### src/rtl/fetch_stage.sv
// Instruction-fetch front end: owns the PC, issues word reads to a 1-cycle
// synchronous instruction memory and buffers returned words for decode.
module fetch_stage #(
  parameter logic [31:0] RESET_PC = 32'h0000_0000,
  parameter int          DEPTH    = 2
) (
  input  logic        clk,
  input  logic        rst,
  output logic        imem_en,
  output logic [31:0] imem_addr,
  input  logic [31:0] imem_rdata,
  input  logic        id_stall,
  output logic        if_valid,
  output logic [31:0] if_instr,
  output logic [31:0] if_pc_plus4,
  input  logic        redirect_valid,
  input  logic [31:0] redirect_target
);

  localparam int PW = (DEPTH > 1) ? $clog2(DEPTH) : 1;
  localparam int CW = PW + 1;

  logic [31:0]   pc_q, pc_d;
  logic          inflight_q, inflight_d;
  logic [31:0]   inflight_pc_q, inflight_pc_d;
  logic [PW-1:0] rd_ptr_q, rd_ptr_d;
  logic [PW-1:0] wr_ptr_q, wr_ptr_d;
  logic [CW-1:0] count_q, count_d;
  logic [31:0]   instr_mem_q [DEPTH];
  logic [31:0]   pc4_mem_q   [DEPTH];

  logic          pop;
  logic          push;
  logic          issue;
  logic [CW:0]   occupancy;

  assign if_valid    = rst & (count_q != '0);
  assign pop         = if_valid & ~id_stall;
  assign push        = rst & inflight_q & ~redirect_valid;

  // Occupancy counts the outstanding read too, so its return always has a slot.
  assign occupancy   = (CW+1)'(count_q) + (CW+1)'(inflight_q) - (CW+1)'(pop);
  assign issue       = rst & ~redirect_valid & (occupancy < (CW+1)'(DEPTH));

  assign imem_en     = issue;
  assign imem_addr   = rst ? pc_q : (RESET_PC & ~32'h3);
  assign if_instr    = rst ? instr_mem_q[rd_ptr_q] : 32'h0;
  assign if_pc_plus4 = rst ? pc4_mem_q[rd_ptr_q]   : 32'h0;

  always_comb begin
    pc_d          = pc_q;
    inflight_d    = 1'b0;
    inflight_pc_d = inflight_pc_q;
    rd_ptr_d      = rd_ptr_q;
    wr_ptr_d      = wr_ptr_q;
    count_d       = count_q;

    if (redirect_valid) begin
      pc_d     = redirect_target & ~32'h3;
      rd_ptr_d = '0;
      wr_ptr_d = '0;
      count_d  = '0;
    end else begin
      if (issue) begin
        pc_d          = pc_q + 32'd4;
        inflight_d    = 1'b1;
        inflight_pc_d = pc_q;
      end
      if (push) wr_ptr_d = wr_ptr_q + PW'(1);
      if (pop)  rd_ptr_d = rd_ptr_q + PW'(1);
      case ({push, pop})
        2'b10:   count_d = count_q + CW'(1);
        2'b01:   count_d = count_q - CW'(1);
        default: count_d = count_q;
      endcase
    end
  end

  always_ff @(posedge clk) begin
    if (!rst) begin
      pc_q          <= RESET_PC & ~32'h3;
      inflight_q    <= 1'b0;
      inflight_pc_q <= RESET_PC & ~32'h3;
      rd_ptr_q      <= '0;
      wr_ptr_q      <= '0;
      count_q       <= '0;
    end else begin
      pc_q          <= pc_d;
      inflight_q    <= inflight_d;
      inflight_pc_q <= inflight_pc_d;
      rd_ptr_q      <= rd_ptr_d;
      wr_ptr_q      <= wr_ptr_d;
      count_q       <= count_d;
    end
  end

  // Buffer storage is not reset; outputs are masked while rst is low.
  always_ff @(posedge clk) begin
    if (push) begin
      instr_mem_q[wr_ptr_q] <= imem_rdata;
      pc4_mem_q[wr_ptr_q]   <= inflight_pc_q + 32'd4;
    end
  end

endmodule

### config.mk
export PLATFORM = sky130hd
export DESIGN_NAME = fetch_stage
export DESIGN_NICKNAME = d
export VERILOG_FILES = /design/src/rtl/fetch_stage.sv
export SDC_FILE = /design/constraint.sdc
export NUM_CORES = 1
export LEC_CHECK = 0
export CORE_MARGIN = 1
export CORE_UTILIZATION = 38
export CTS_CLUSTER_DIAMETER = 60
export CTS_CLUSTER_SIZE = 12
export DETAILED_ROUTE_END_ITERATION = 8
export HOLD_SLACK_MARGIN = 0.06
export SLEW_MARGIN = 20
export SYNTH_ARGS = -nofsm -noshare
export SYNTH_HDL_FRONTEND = slang
export SYNTH_SLANG_ARGS = --single-unit
### constraint.sdc
create_clock -name clk -period 4 [get_ports clk]
set_input_delay 0.8 -clock clk [delete_from_list [all_inputs] [get_ports clk]]
set_output_delay 0.8 -clock clk [all_outputs]
set_load 0.01 [all_outputs]
==> qor.yml, run 1 <==
grt:
  grt_overflow_total: 0
  grt_pass1_wl_um: 30000
  grt_pass1_vias: 5871
  grt_antenna_before_repair: 0
  grt_start_max_net_pins: 63
  grtUsageTotal_pct: 17.0
drt:
  route.met3.wl_um: 987
  ant_nets: 0
  wire_per_inst_um: 15.3
  post_drt_via_cell_ratio: 4.97
  route.met2.wl_um: 8550
  wirelength_met1_um: 9110
  router_iterations_before_antenna_repair: 5
  routed-via-count: 6088
  highest_layer: "met4"
  drt-total-wl_um: 18800
  drc_errors: 0
  drt_first_iter_violations: 281
synthesis:
  ys_types: 46
  share_of_the_yosys_chip_area_belonging_to_registers_pct: 59.5
  synth_register_bits: 190
  edff_count_synth: 124
  synthesis.area_per_instance_sq_um: 10.8
  postSynth.topFlopCell: "edfxtp_1"
  postSynthCellCount: 786
  yosys_warnings: 0
  proportion_of_register_bits_with_asynchronous_set_or_reset_after_synthesis_pct: 0
  synth.cell_area_sq_um: 8480
cells_and_area:
  layout-area-overhead-vs-synth_pct: 29.7
  final_nets: 1004
  diodes: 0
  fin_util_pct: 50.4
  post_route_cells_drive_above_1_share_pct: 6.46
  fin_cells: 1224
worst_hold_path:
  hold_path_depth: 2
  holdCritPathClass: "flip-flop to flip-flop"
  worst_hold_path.endpoint: "inflight_pc_q[28]"
  hold_start: "inflight_pc_q[28]"
job:
  maxCapViolCount: 0
setup_path:
  max_stage_delay_ps: 500
  setup.worst_path.start_class: "input pin"
  cp_cell_sequence: "clkdlybuf4s50_1, clkinv_2, nor2_2, nor2b_2, ha_1, nand2b_1, fa_2, xnor2_2, nand3_2, inv_2, dlygate4sd2_1"
  path_max_fanout: 2
  r2r-start: "count_q[1]"
  setup.worst_path.end_class: "output port"
  r2r-end: "pc_q[21]"
  cp_data_required_time_ps: 3200
  worst_reg_to_reg_setup_slack_ps: 790
  critical_path_class: "input pin to output port"
  r2r_cells: 13
  cp_slowest_cell: "clkdlybuf4s50_1"
  critical_path_arrival_ps: 3090
timing:
  finClkSkew_ps: 14.6
  final_setup_violation_count: 0
  final.setup.worst_slack_ps: 107
  fin_crit_ps: 3890
  timing_max_transition_violations_final: 0
  finalHoldViolations: 0
  clock.fmax_mhz: 257
  worst-slew-pin-transition_ps: 753
  slew_headroom_pct: 49.7
  grt_setup_unrepaired: "true"
  timing.final.crit_share_pct: 97.3
cts:
  cts_buffer_depth: 2
  htree_levels: 4
  clock-sinks: 190
  worst_skew_pair.late_latency_ps: 430
  postCtsSetupBuffers: 0
  cts_inserted_buffers: 17
  cts_root_buffer: "clkbuf_16"
  cts_tree: "built"
  clk_transition_reported_paths_ps: 70
placed_design:
  numPlacedInstances: 1192
  buffer_ports.inserted: 159
  gp_routability_congestion: 0.805
  worst_setup_slack_post_dpl_ps: -288
  dp_hpwl_um: 12200
die:
  floorplan.die_area_sq_um: 22900
  die_w_um: 151
  die_h_um: 151
  std_cell_rows: 54
  placeableCoreArea_sq_um: 21800
  io_pins: 166
  start_util_pct: 38.9
pwr:
  p_leak_nw: 3.57
  power_per_cell_area_nw_per_um2: 383
  design_power_total_w: 0.00421
  irDropWorstVdd_mv: 0.254
status:
  run_status: "completed"
power by group:
| part | total [W] | internal, W | switching (W) |
|---|---|---|---|
| logic | 0.000325 | 0.000168 | 0.000157 |
| clock network | 0.00171 | 0.000989 | 0.000717 |
| registers | 0.00218 | 0.00213 | 0.0000517 |
logic make-up after synthesis:
logic type	Yosys count	share of synthesized area, %
AO/OA/AOI/OAI	98	6.85
XOR/XNOR	44	4.54
adder cells (fa/ha/maj)	5	0.826
buffers and inverters	64	3.08
flip-flops	190	59.5
multiplexers	65	7.72
other	1	0.0442
AND/OR/NAND/NOR	319	17.5
routing by layer:
metal	track usage [%]	up-vias
met2	26.9	166
met1	23.4	2845
met3	3.83	12
li1	-	3065
met5	0	-
met4	4.65	0
synthesized netlist by cell type (all sizes together), types with 2 or more instances:
cell / instances / area, sq um
o311ai: 4 / 35.0
ha: 4 / 50.1
a21oi: 41 / 205
dfxtp: 66 / 1320
a32oi: 7 / 61.3
nand4: 18 / 128
inv: 14 / 52.6
mux2i: 62 / 621
mux2: 3 / 33.8
nand3: 31 / 155
xnor2: 24 / 210
nor2: 93 / 349
and2: 27 / 169
a31oi: 6 / 37.5
nor2b: 3 / 18.8
xor2: 20 / 175
nand2: 113 / 424
and3: 5 / 31.3
or3: 4 / 25.0
edfxtp: 124 / 3720
or4: 3 / 22.5
nor3: 10 / 65.1
a21boi: 6 / 45.0
buf: 11 / 61.3
o21ai: 27 / 135
o31a: 2 / 17.5
clkbuf: 39 / 148
nor4: 8 / 62.6
sequential cells by signal (all words and copies together) (netlist names), named ones only:
| name | cells |
|---|---|
| inflight_q | 1 |
| pc4_mem_q | 60 |
| count_q | 2 |
| inflight_pc_q | 30 |
| wr_ptr_q | 1 |
| rd_ptr_q | 1 |
| instr_mem_q | 64 |
| pc_q | 30 |
timing repair:
item | 4_1_cts | 5_1_grt
hold buffers | 0 | 0
pin swaps | 2 | 0
setup endpoints to repair | 1 | 14
resized for setup | 2 | 5
worst max path at each step:
stage / start / endpoint / slack, ps / cells after the start
2_1_floorplan: rst / imem_en / 30 / 12
3_3_place_gp: rst / imem_en / -230 / 11
3_5_place_dp: rst / imem_en / -290 / 11
4_1_cts: rst / imem_en / 10 / 11
5_1_grt: rst / imem_en / -5 / 11
6_report: rst / imem_en / 110 / 11
stage by stage:
stage                     hold WS, ps  setup TNS (ps)  cell area [sq um]
after global placement            449            -369              10400
final                             459               0              11000
after floorplan                   432               0               8500
after global routing              498           -4.77              11000
after CTS                         459               0              11000
after detailed placement          449            -898              10400
layout make-up:
| type | count | area [sq um] |
|---|---|---|
| fillers | 1986 | 10800 |
| flip-flops and latches | 190 | 5050 |
| multi-input cells | 535 | 3210 |
| repair buffers | 173 | 1740 |
| clock buffers | 20 | 437 |
| well taps | 280 | 350 |
| clock inverters | 12 | 158 |
| inverters | 14 | 53.8 |
placed cells by master (no fill, tap or decap), types with 12 or more instances in the layout:
master / synthesis / final
xnor2_1: 24 / 23
clkbuf_16: 0 / 17
a21oi_1: 41 / 41
xor2_1: 20 / 20
dfxtp_1: 66 / 65
mux2i_1: 62 / 62
clkdlybuf4s50_1: 0 / 158
o21ai_0: 27 / 27
nand2_1: 113 / 113
and2_1: 27 / 27
edfxtp_1: 124 / 124
nand3_1: 31 / 30
nand4_1: 17 / 17
nor2_1: 93 / 91
inv_1: 13 / 12
worst max-delay path: cells and delay by family:
| kind | cells | cell delay, ps |
|---|---|---|
| adder cells (fa/ha/maj) | 2 | 590 |
| AND/OR/NAND/NOR | 4 | 580 |
| XOR/XNOR | 1 | 170 |
| buffers and inverters | 4 | 940 |
Note: power is estimated with default switching activity, not from simulation.
==> inputs of run 2 (changes only) <==
CAP_MARGIN = 5   (was default)
==> results of run 2 <==
Same layout as run 1: the final DEF is identical, and so are final timing and power.
